<file path="src/rtl/pipe_pkg.sv">
// pipe_pkg: shared pipeline constants, the HI/LO timer state type
// and the per-operand hazard test.
package pipe_pkg;
    localparam int TW = 2;
    localparam logic [TW-1:0] TUSE_NONE = 2'd3;
    localparam int MULT_CYCLES_DEF = 5;
    localparam int DIV_CYCLES_DEF = 10;
    typedef logic [TW-1:0] tval_t;
    typedef enum logic {MD_IDLE, MD_BUSY} md_state_t;
    // A producer blocks a consumer only if its result arrives after the consumer needs it.
    function automatic logic src_hazard(input logic [4:0] src, input tval_t tuse,
                                        input logic [4:0] wa, input tval_t tnew);
        return (src != 5'd0) && (src == wa) && (tuse != TUSE_NONE) && (tuse < tnew);
    endfunction
endpackage

</file>
<file path="src/rtl/md_busy_timer.sv">
// md_busy_timer: counts down the busy window of the HI/LO unit after a
// mult/div start; starts arriving while busy are ignored.
module md_busy_timer
    import pipe_pkg::*;
#(
    parameter int MULT_CYCLES = MULT_CYCLES_DEF,
    parameter int DIV_CYCLES  = DIV_CYCLES_DEF
) (
    input  logic       clk,
    input  logic       reset,
    input  logic       i_start,
    input  logic       i_div,
    output logic       o_busy,
    output logic [3:0] o_cnt
);
    md_state_t  r_state, w_state_nxt;
    logic [3:0] r_cnt, w_cnt_nxt;

    always_ff @(posedge clk) begin
        if (reset) begin
            r_state <= MD_IDLE;
            r_cnt   <= '0;
        end else begin
            r_state <= w_state_nxt;
            r_cnt   <= w_cnt_nxt;
        end
    end

    always_comb begin
        w_state_nxt = r_state;
        w_cnt_nxt   = r_cnt;
        if (r_state == MD_IDLE) begin
            if (i_start) begin
                w_state_nxt = MD_BUSY;
                w_cnt_nxt   = i_div ? 4'(DIV_CYCLES) : 4'(MULT_CYCLES);
            end
        end else begin
            w_cnt_nxt   = r_cnt - 4'd1;
            w_state_nxt = (r_cnt == 4'd1) ? MD_IDLE : MD_BUSY;
        end
    end

    assign o_busy = (r_cnt != 4'd0);
    assign o_cnt  = r_cnt;
endmodule

</file>
<file path="src/rtl/hazard_ctrl.sv">
// hazard_ctrl: stall/flush generation from D-stage operand timing against
// E/M producers and the HI/LO busy window, plus a saturating stall counter.
module hazard_ctrl
    import pipe_pkg::*;
#(
    parameter int MULT_CYCLES = MULT_CYCLES_DEF,
    parameter int DIV_CYCLES  = DIV_CYCLES_DEF
) (
    input  logic        clk,
    input  logic        reset,
    input  logic [4:0]  i_d_rs,
    input  logic [4:0]  i_d_rt,
    input  tval_t       i_d_tuse_rs,
    input  tval_t       i_d_tuse_rt,
    input  logic [4:0]  i_e_wa,
    input  logic [4:0]  i_m_wa,
    input  tval_t       i_e_tnew,
    input  tval_t       i_m_tnew,
    input  logic        i_d_md_use,
    input  logic        i_e_md_start,
    input  logic        i_e_md_div,
    output logic        o_stall,
    output logic        o_flush_e,
    output logic        o_md_busy,
    output logic [3:0]  o_md_cnt,
    output logic [31:0] o_stall_cycles
);
    logic        w_data_hz, w_md_stall, w_md_busy;
    logic [31:0] r_stall_cycles;

    md_busy_timer #(.MULT_CYCLES(MULT_CYCLES), .DIV_CYCLES(DIV_CYCLES)) u_timer (
        .clk     (clk),
        .reset   (reset),
        .i_start (i_e_md_start),
        .i_div   (i_e_md_div),
        .o_busy  (w_md_busy),
        .o_cnt   (o_md_cnt)
    );

    assign w_data_hz = src_hazard(i_d_rs, i_d_tuse_rs, i_e_wa, i_e_tnew)
                     | src_hazard(i_d_rs, i_d_tuse_rs, i_m_wa, i_m_tnew)
                     | src_hazard(i_d_rt, i_d_tuse_rt, i_e_wa, i_e_tnew)
                     | src_hazard(i_d_rt, i_d_tuse_rt, i_m_wa, i_m_tnew);
    // A start in E makes the unit busy next cycle, so the HI/LO consumer must hold now.
    assign w_md_stall = i_d_md_use & (w_md_busy | i_e_md_start);
    assign o_stall    = w_data_hz | w_md_stall;
    assign o_flush_e  = o_stall;
    assign o_md_busy  = w_md_busy;

    always_ff @(posedge clk) begin
        if (reset)
            r_stall_cycles <= '0;
        else if (o_stall && !(&r_stall_cycles))
            r_stall_cycles <= r_stall_cycles + 32'd1;
    end

    assign o_stall_cycles = r_stall_cycles;
endmodule

</file>
<file path="config.mk">
export PLATFORM = sky130hd
export DESIGN_NAME = hazard_ctrl
export DESIGN_NICKNAME = d
export VERILOG_FILES = /design/src/rtl/pipe_pkg.sv /design/src/rtl/md_busy_timer.sv /design/src/rtl/hazard_ctrl.sv
export SDC_FILE = /design/constraint.sdc
export NUM_CORES = 1
export LEC_CHECK = 0
export ABC_AREA = 1
export BUFFER_PORTS_ARGS = -buffer_cell sky130_fd_sc_hd__buf_4
export CAP_MARGIN = 10
export CORE_ASPECT_RATIO = 0.7
export CORE_MARGIN = 5
export CORE_UTILIZATION = 35
export CTS_BUF_LIST = sky130_fd_sc_hd__clkbuf_2
export DETAILED_ROUTE_END_ITERATION = 10
export GPL_TIMING_DRIVEN = 0
export SETUP_SLACK_MARGIN = 0.02
export SYNTH_ARGS = -nofsm -noshare
export SYNTH_HDL_FRONTEND = slang
export SYNTH_SLANG_ARGS = --single-unit
</file>
<file path="constraint.sdc">
create_clock -name clk -period 1.85 [get_ports clk]
set_input_delay 0 -clock clk [delete_from_list [all_inputs] [get_ports clk]]
set_output_delay 0 -clock clk [all_outputs]
set_load 0.1 [all_outputs]
</file>
* Word-level counts from Yosys, hierarchy flattened
Index checks and enable logic that the tools add are counted.
** Word-level totals
- Input bits :: 33
- Bits in registers :: 37
- Output and inout port bits :: 39
- Logic and storage cells :: 47
** Cells by class
- Reductions and logical operators :: 19
- Equality and inequality tests :: 7
- Bitwise logic cells :: 6
- Multiplexer cells :: 6
- Add/sub/neg operators :: 2
- $lt $le $gt $ge :: 4
** Operators by type and width (count)
- adder 32 x 1 -> 32 bit, second input constant :: 1
- AND reduction 32 bit :: 1
- equality test 5 bit :: 4
- logical AND 1 bit :: 13
- 2-to-1 mux 4 bit :: 3
- nonzero test 5 bit :: 2
- less-than comparator 2 bit :: 4
- OR 1 bit :: 5
- equality test 4 x 1 -> 1 bit, second input constant :: 1
- != test 2 bit, second input constant :: 2
- nonzero test 4 bit :: 1
- subtractor 4 x 1 -> 4 bit, second input constant :: 1
- 2-to-1 mux 1 bit :: 3
- nonzero test 2 bit :: 1
- AND 1 bit :: 1
- zero test 1 bit :: 1

* Longest topological paths before layout
- Depth in word-level cells :: 9
- Mapped depth :: 14
- Gate-level depth less buffers :: 14

* By module
A second synthesis with hierarchy kept.
** Unflattened totals
- Cell total of the unflattened synthesis :: 472
- Area total of the unflattened synthesis :: 2851.5 µm²
** Modules (own cells, without submodules)
- hazard_ctrl :: instances 1, sequential area each 640.6 µm², cells an instance 429, area each 2555.0 µm²
- md_busy_timer :: instances 1, sequential area each 100.1 µm², cells an instance 43, area each 296.5 µm²

* Worst setup path after synthesis
OpenSTA, ideal clock, no wires.
- Path type :: reg-to-output
- From :: register u_timer.r_cnt[0] (netlist: u_timer.o_cnt[0])
- To :: output o_stall
- Buffers on the path :: 2
- Arrival :: 3373 ps
- Slack :: -1523 ps
- Data required time :: 1850 ps
- Cell stages (with the launch flop) :: 8
- Cells stage by stage :: dfxtp_1 > inv_1 > ha_1 > nand2_1 > o21ai_0 > nand3_2 > buf_2 > buf_4
** Between the ends
- Word-level cells in the longest chain between the ends :: 4
** RTL lines
- from (decl) :: line md_busy_timer.sv:17 : logic [3:0] r_cnt, w_cnt_nxt;
- from (signal assigned) :: line md_busy_timer.sv:25 : r_cnt <= w_cnt_nxt;
- nonzero test 4 bit :: line md_busy_timer.sv:43 : assign o_busy = (r_cnt != 4'd0);
- named net o_md_busy :: line hazard_ctrl.sv:24 : output logic o_md_busy,
- OR 1 bit :: line hazard_ctrl.sv:45 : assign w_md_stall = i_d_md_use & (w_md_busy | i_e_md_start);
- AND 1 bit :: line hazard_ctrl.sv:45
- OR 1 bit :: line hazard_ctrl.sv:46 : assign o_stall = w_data_hz | w_md_stall;
- to (decl) :: line hazard_ctrl.sv:22 : output logic o_stall,
The timed path passes the listed nets, and every way through them passes these cells.

* Worst setup path after layout
- From :: register r_stall_cycles[1] (netlist: o_stall_cycles[1])
- To :: register r_stall_cycles[9] (netlist: o_stall_cycles[9])
** Between the ends
- Word-level cells in the longest chain between the ends :: 3
- Elaborated cells between the ends (all ways) :: 4
- Those cells by class :: add/sub (1); reduce/logical (3)
** RTL lines
- from (decl) :: line hazard_ctrl.sv:29 : logic [31:0] r_stall_cycles;
- from (signal assigned) :: line hazard_ctrl.sv:54 : r_stall_cycles <= r_stall_cycles + 32'd1;
- parallel branches: the longest is 3 deep, another holds adder 32 x 1 -> 32 bit
Parallel ways; which one is timed is not known.
A chain may end at the register's enable or synchronous reset.

==> flow_summary.toml <==
[route]
firstDrtPassIters = 5
drc = 0
wirelength_um = 9511
vias = 3296
drt_iter0_markers = 236
vias_per_cell = 5.009
ant_nets = 0
wl_per_cell_um = 14.45

[floorplanning]
pin_count = 72
start_util = 0.3606
die-area_um2 = 10080
die_x_um = 117.9
fp-row-count = 27
core_um2 = 7905
die_y_um = 85.50

[synthesis]
yosys_warnings = 0
yosysSeqAreaShare = 0.2599
synth_area_leader_cell = "dfxtp_1"
synth_flop_cell = "dfxtp_1"
yosysMostFrequentCell = "nand2_1"
avgSynthCellArea_um2 = 6.169
synth.area.top_cells = "dfxtp_1 26%, nand2_1 18%, nand3_1 8.3%, nor2_1 7.6%, xor2_1 7.4%"
synth.distinct_cells = 29
synth_edf_count = 0
ys_seq_elements = 37
netlist_instances = 462
synth.net_count = 503
async_reset_ff_frac = 0
synthDominantCellAreaShare = 0.2599
synthesis.area_um2 = 2850
yosys-top-cells-count = "136 x nand2_1, 58 x nor2_1, 50 x inv_1"

[setup_path]
rr_worst_depth = 10
crit_chain = "ha_4 -> nand2_4 -> nor2_4 -> nand2_4 -> nor3_4 -> nand4_4 -> nand2_8 -> clkbuf_16 -> nand2_4 -> a21oi_2"
end_kind = "flip-flop"
crit_fanout = 7
worst_ep_required_time_ns = 2.16
r2r_end = "o_stall_cycles[9]"
cp_slowest_cell = "dfxtp_4"
r2r_start = "o_stall_cycles[1]"
path_common_cell = "nand2_4"
startpoint_type = "flip-flop"
r2r_slack_ns = -0.02
path_class = "reg2reg"
critPathTopFamily = "simple AND/OR/NAND/NOR gates"
critPathMaxStageDelay_ns = 0.43
path_buf_inv = 1
crit_arrival_ns = 2.18

[clock_tree]
clock_sinks = 37
cts_made_buffers = 5
cts_tree = "yes"
clock_latency_ns = 0.38
clk_pin_slew_ns = 0.21
cts_root_buf = "clkbuf_2"
clockBufferDepth = 2
ctsHtreeMaxLevel = 2

[power_and_ir_drop]
peakVddDrop_mv = 0.4143
p_per_area_nw_per_um2 = 476.2
leakage_nw = 1.877

[grt]
grt_overflow_total = 0
antenna_found_initial = 0
grt_usage = 0.1759
first_global_vias = 2957
grt_max_degree = 12
grt_pass1_wl_um = 14750

[sta]
rsz0062_at_grt = "true"
setup_ws_ns = -0.02383
relSlewSlack = 0.5030
worstMarginPinSlew_ns = 0.7455
finalCritPeriodShare = 1.013
setup_viol = 16
hold_violations = 0
finClkSkew_ns = 0.01797
finalCriticalPeriod_ns = 1.874
setup_tns_ns = -0.1442
slew_violations = 0
whs_ns = 0.1683
fmax_mhz = 533.7

[layout]
diodes = 0
multi_input_area_um2 = 2117
fill_cells = 796
area_delta_synth_final_pct = 45.70
nets = 597
fin_area_um2 = 4153
regArea_um2 = 838.3
drive_gt1_frac = 0.3483

[placed_design]
pre_cts_ws_ns = -0.01126
placed_cell_area_um2 = 3643
dp_hpwl_um = 7314
numPortBuffers = 70
gp_congestion = 0.9087

[job]
max_cap_viol_count = 0

[outcome]
violations = "negative setup slack"
outcome = "complete, but fails checks"

[worst_hold_path]
worst_hold_path.endpoint = "o_stall_cycles[10]"
holdPathStages = 6
hp-class = "in2reg"
hp-start = "i_d_md_use"
-- cell families after synthesis --
logic type      after synthesis  synth area share
compound gates               52            0.1001
xor+xnor                     32           0.09833
fa+ha+maj                     8           0.03512
flops                        37            0.2599
simple gates                269            0.4118
buf+inv                      64           0.09482
-- how the worst max path moves through the flow --
stage | cells past startpoint | startpoint | to | slack [ns]
global route | 10 | o_stall_cycles[1] | o_stall_cycles[31] | -0.13
finish | 10 | o_stall_cycles[1] | o_stall_cycles[9] | -0.02
floorplan | 9 | o_stall_cycles[0] | o_stall_cycles[12] | 0.001
CTS | 10 | o_stall_cycles[1] | o_stall_cycles[21] | 0.02
global placement | 9 | o_stall_cycles[0] | o_stall_cycles[2] | -0.01
detailed placement | 9 | o_stall_cycles[0] | o_stall_cycles[27] | -0.01
-- sequential cells by signal, summed over array words and instances, names as in the netlist --
| name | cells |
|---|---|
| u_timer.o_cnt | 4 |
| u_timer.r_state | 1 |
| o_stall_cycles | 32 |
-- timing repair --
action | in CTS | in global routing
endpoints found under the hold margin | 5 | 0
setup buffers | 2 | 8
pin swaps | 1 | 20
setup endpoints to repair | 29 | 32
gates resized for setup | 5 | 70
hold buffers | 4 | 0
cloned | 0 | 3
-- where the power goes --
group / switching (mW) / total [mW] / internal [mW]
sequential: 0.0280 / 0.825 / 0.797
clock: 0.277 / 0.378 / 0.102
combinational: 0.488 / 0.775 / 0.286
-- metrics by stage --
stage | total power [mW] | cells | util
6_report | 1.978 | 658 | 0.5253
5_1_grt | 2.082 | 658 | 0.5253
4_1_cts | 1.862 | 647 | 0.4748
3_5_place_dp | 1.460 | 633 | 0.4609
3_3_place_gp | 1.456 | 633 | 0.4609
2_1_floorplan | 1.280 | 462 | -
-- per-layer routing --
layer | GRT usage | routed length, um
met5 | 0 | 0
met2 | 0.2572 | 3897
met1 | 0.2714 | 4896
met4 | 0.01563 | 48
met3 | 0.03889 | 669
-- area by class of cell --
type                            instances  area share
Buffer                                 14     0.02923
Clock buffer                            7    0.008436
Clock inverter                          1   0.0009039
Inverter                               50     0.04519
Multi-Input combinational cell        361      0.5098
Sequential cell                        37      0.2019
Tap cell                              101     0.03043
Timing Repair Buffer                   87      0.1741
-- worst min-delay path, stage by stage --
cell     delay (ns)
buf_4          0.12
o21ai_4        0.06
nand3_4        0.09
buf_12         0.15
nand3_1        0.08
a21oi_2        0.05
-- cells in the final DEF, fill, tap and decap left out, drive strengths merged, types with 4 or more instances in the layout --
| master | count |
|---|---|
| nand3 | 48 |
| dfxtp | 37 |
| dlygate4sd3 | 4 |
| o21ai | 10 |
| clkbuf | 16 |
| nand2 | 139 |
| a21oi | 32 |
| nor2 | 59 |
| buf | 88 |
| ha | 8 |
| a21boi | 4 |
| nor3 | 15 |
| nand4 | 5 |
| inv | 50 |
| xnor2 | 8 |
| xor2 | 24 |
No activity file was read; power rests on OpenSTA's default activity.
